<file path="src/rtl/cascade_mod_counter.sv">
// Cascaded mixed-radix counter: DIGITS digits, each counting modulo MODULUS, with up/down count, load with clamping, wrap pulse and sticky overflow.
// Latency: one cycle; count, carryout, overflow and load_err are all registered and update together on each edge.
// Backpressure: none; clockinh holds the count, and load takes priority over clockinh.
module cascade_mod_counter #(
    parameter int DIGITS  = 4,
    parameter int DIGIT_W = 4,
    parameter int MODULUS = 10
) (
    input  logic                       clock,
    input  logic                       reset,
    input  logic                       clockinh,
    input  logic                       up_down,
    input  logic                       load,
    input  logic [DIGITS*DIGIT_W-1:0]  load_value,
    input  logic                       clear_ovf,
    output logic [DIGITS*DIGIT_W-1:0]  count,
    output logic                       carryout,
    output logic                       overflow,
    output logic                       load_err
);

    localparam logic [DIGIT_W-1:0] MAX_DIGIT = DIGIT_W'(MODULUS - 1);

    logic [DIGITS*DIGIT_W-1:0] step_value;
    logic [DIGITS*DIGIT_W-1:0] clamped_value;
    logic                      step_wrap;
    logic                      clamp_any;
    logic                      ripple;
    logic [DIGIT_W-1:0]        digit;
    logic [DIGIT_W-1:0]        ld_digit;

    // Carry/borrow ripples through every digit within the same cycle.
    always_comb begin
        step_value = count;
        ripple     = 1'b1;
        digit      = '0;
        for (int k = 0; k < DIGITS; k++) begin
            digit = count[k*DIGIT_W +: DIGIT_W];
            if (ripple) begin
                if (up_down) begin
                    if (digit == MAX_DIGIT) begin
                        step_value[k*DIGIT_W +: DIGIT_W] = '0;
                    end else begin
                        step_value[k*DIGIT_W +: DIGIT_W] = digit + 1'b1;
                        ripple = 1'b0;
                    end
                end else begin
                    if (digit == '0) begin
                        step_value[k*DIGIT_W +: DIGIT_W] = MAX_DIGIT;
                    end else begin
                        step_value[k*DIGIT_W +: DIGIT_W] = digit - 1'b1;
                        ripple = 1'b0;
                    end
                end
            end
        end
        step_wrap = ripple;
    end

    always_comb begin
        clamped_value = load_value;
        clamp_any     = 1'b0;
        ld_digit      = '0;
        for (int k = 0; k < DIGITS; k++) begin
            ld_digit = load_value[k*DIGIT_W +: DIGIT_W];
            if (32'(ld_digit) >= MODULUS) begin
                clamped_value[k*DIGIT_W +: DIGIT_W] = MAX_DIGIT;
                clamp_any = 1'b1;
            end
        end
    end

    // A wrap and clear_ovf on the same edge leave overflow set.
    always_ff @(posedge clock) begin
        if (reset) begin
            count    <= '0;
            carryout <= 1'b0;
            overflow <= 1'b0;
            load_err <= 1'b0;
        end else if (load) begin
            count    <= clamped_value;
            carryout <= 1'b0;
            overflow <= overflow & ~clear_ovf;
            load_err <= clamp_any;
        end else if (clockinh) begin
            carryout <= 1'b0;
            overflow <= overflow & ~clear_ovf;
            load_err <= 1'b0;
        end else begin
            count    <= step_value;
            carryout <= step_wrap;
            overflow <= step_wrap | (overflow & ~clear_ovf);
            load_err <= 1'b0;
        end
    end

endmodule

</file>
<file path="config.mk">
export PLATFORM = sky130hd
export DESIGN_NAME = cascade_mod_counter
export DESIGN_NICKNAME = d
export VERILOG_FILES = /design/src/rtl/cascade_mod_counter.sv
export SDC_FILE = /design/constraint.sdc
export NUM_CORES = 1
export LEC_CHECK = 0
export ABC_AREA = 1
export CELL_PAD_IN_SITES_DETAIL_PLACEMENT = 0
export CELL_PAD_IN_SITES_GLOBAL_PLACEMENT = 2
export CORE_ASPECT_RATIO = 1.2
export CORE_UTILIZATION = 22
export DETAILED_ROUTE_END_ITERATION = 6
export PLACE_DENSITY_LB_ADDON = 0.2
export SLEW_MARGIN = 20
export SYNTH_ARGS = -nofsm -noshare
export SYNTH_HDL_FRONTEND = slang
export SYNTH_SLANG_ARGS = --single-unit
</file>
<file path="constraint.sdc">
create_clock -name clock -period 1.2 [get_ports clock]
set_input_delay 0.36 -clock clock [delete_from_list [all_inputs] [get_ports clock]]
set_output_delay 0.36 -clock clock [all_outputs]
set_load 0.05 [all_outputs]
</file>
==> results.toml <==
[synth]
synth.avg_cell_area_um2 = 5.960
synth_seq_cells = 19
synth.most_common_cell = "nand2_1"
synth-edff-count = 0
synth.yosys.seq_area_share = 0.2474
synth_top_family_by_area = "simple AND/OR/NAND/NOR gates"
synth.distinct_cells = 31
yosys.area_share.simple = 0.3954
netlist_area_um2 = 1538
synth_warnings = 0
synth_top_area_share = 0.2474
ys.flop_type = "dfxtp_1"
synth_area_leader_cell = "dfxtp_1"
synth_compound_area_frac = 0.2498
synth_fa_ha_area_frac = 0
yosys-top-cells-count = "nand2_1 (57), nor2_1 (32), o21ai_0 (29), inv_1 (26), nand3_1 (25)"
syn_inst = 258
synth-xor-area-share = 0.01139
yosys-top-cells-area = "dfxtp_1 (25%), nand2_1 (14%), o21ai_0 (9.4%)"
synthMuxAreaShare = 0
async_flop_share = 0
syn_nets = 280

[floorplanning]
die_y_um = 93.59
dieArea_um2 = 7330
die_x_um = 78.32
row_count = 33
io_pins = 41
initial_utilization = 0.2257
coreArea_um2 = 6813

[timing]
period_needed_ns = 1.372
hold_viol = 0
finalMaxSlewViolations = 0
fin_crit_sh = 1.144
worstMarginPinSlew_ns = 0.2148
relSlewSlack = 0.8553
setup_violations = 33
rsz0062_at_grt = "yes"
fmax_mhz = 728.7
finClkSkew_ns = 0.002189
setup_slack_ns = -0.1723

[routing]
wl_per_cell_um = 11.90
vias_per_cell = 4.535
drc = 0
finalWirelength_um = 5678
antenna_left = 0
vias = 2163
dr.pass1.iters = 4
drtIter0Drc = 67

[setup_path]
crit_family = "buffers and inverters"
crit_required_ns = 0.84
path_buf_inv = 3
crit_arrival_ns = 1.01
crit_slowest_cell = "dfxtp_4"
worstPathMaxFanout = 4
slowest_delay_ns = 0.37
cp-start-kind = "flip-flop"
cp-end-kind = "output pin"
crit_path_cell_trace = "buf_4 -> buf_6 -> buf_12"
crit_type = "reg -> out"

[placed_design]
gp_congestion = 0.7610
hpwl_um = 4489
io_buffer_count = 40
place_inst = 453
placed_cell_area_um2 = 2854

[grt]
grt.total_usage = 0.1656
grt_overflow = 0
grt_pass1_wl_um = 9618
antenna_found_initial = 0
grt_pass1_vias = 2078
grt_start_max_net_pins = 11

[clock_tree]
cts_buffer_depth = 2
cts_root_buf = "clkbuf_8"
clk_pin_slew_ns = 0.08
cts_tree = "built"
clock_latency_ns = 0.26
cts_made_buffers = 3
hold_buffers = 0
clock_sinks = 19
htreeDepth = 1

[cells_and_area]
area_growth_syn_to_layout_pct = 113.2
fin_util = 0.4812
layout-drive-gt1-share = 0.5154
post-route-cell-area_um2 = 3278
instances_no_fill = 477
finalNetCount = 413
diodes = 0

[power]
vdd_ir_drop_max_uv = 395.4
powerDensity_nw_per_um2 = 808.5
p_leak_uw = 0.001515

[outcome]
outcome = "finished with violations"
violations = "setup timing"

[flow_run]
drv_cap = 0

[min_path]
hold_class = "in -> reg"
[cell type report]
class,instances,area (um2)
Clock buffer,4,45.04
Fill cell,704,3535
Inverter,32,122.6
Multi-Input combinational cell,201,1186
Sequential cell,19,437.9
Tap cell,87,108.9
Timing Repair Buffer,134,1378
[per-stage QoR]
| stage | hold WS [ns] | power [uW] | setup TNS [ns] | setup slack [ns] |
|---|---|---|---|---|
| 6_report | 0.5368 | 2650 | -2.314 | -0.1723 |
| 3_3_place_gp | 0.5014 | 1999 | -9.222 | -0.5602 |
| 2_1_floorplan | 0.4151 | 1332 | -1.722 | -0.1932 |
| 5_1_grt | 0.5674 | 2813 | -4.200 | -0.2423 |
| 4_1_cts | 0.5325 | 2593 | -2.316 | -0.1433 |
| 3_5_place_dp | 0.5197 | 1994 | -9.420 | -0.5900 |
[sequential cells by signal (all words and copies together) (netlist names)]
name,flops
count,16
load_err,1
overflow,1
carryout,1
[cells by family (layout without fill, tap and decap cells)]
| kind of cell | Yosys count | count (layout) |
|---|---|---|
| AND/OR/NAND/NOR | 132 | 132 |
| AO/OA/AOI/OAI | 67 | 67 |
| buffers and inverters | 38 | 170 |
| flip-flops | 19 | 19 |
| XOR/XNOR | 2 | 2 |
[metal layers]
layer	GRT usage	vias up	share of wire
met5	0	-	0
met4	0.03395	0	0.0070
met3	0.01561	4	0.034
met2	0.3004	38	0.50
met1	0.2105	994	0.46
li1	-	1127	-
[final timing paths]
path	slack [ns]	start	endpoint	cells past startpoint
setup / recovery	-0.17	count[4]$_SDFFE_PP0P_	count[4]	3
hold / removal	0.54	load_value[1]	count[1]$_SDFFE_PP0P_	4
setup reg to reg	-0.13	count[3]$_SDFFE_PP0P_	count[11]$_SDFFE_PP0P_	11
hold reg to reg	0.54	overflow$_SDFF_PP0_	overflow$_SDFF_PP0_	2
[worst reg2reg max path, delay by kind of cell (launching register included)]
family,cells,cell delay (ns)
AND/OR/NAND/NOR,8,0.66
flip-flops,1,0.39
buffers and inverters,2,0.09
AO/OA/AOI/OAI,1,0.09
[timing repair]
action	CTS	global route
pin swaps	17	16
hold endpoints to repair	0	0
resized for setup	49	34
endpoints found under the setup margin	34	34
setup buffers	12	8
[power breakdown]
group | switching [uW] | internal [uW]
sequential | 75.7 | 677
clock | 252 | 237
combinational | 683 | 726
total | 1010 | 1640
[placed cells by master (no fill, tap or decap), types with 3 or more instances in the layout]
cell type and n:
o21ai_2 3, nor2_1 21, o21ai_0 20, nand2_4 5, dlygate4sd2_1 4, buf_6 19
inv_1 20, inv_2 11, dfxtp_1 3, o21ai_1 8, nand3_1 19, buf_12 20
nand3_2 6, nor2_4 5, dfxtp_4 15, buf_4 74, nor2_2 11, a21oi_2 8
nand2_1 48, clkbuf_8 3, nand2_2 11, a21oi_1 14, clkdlybuf4s50_1 16
No activity file was read; power rests on OpenSTA's default activity.
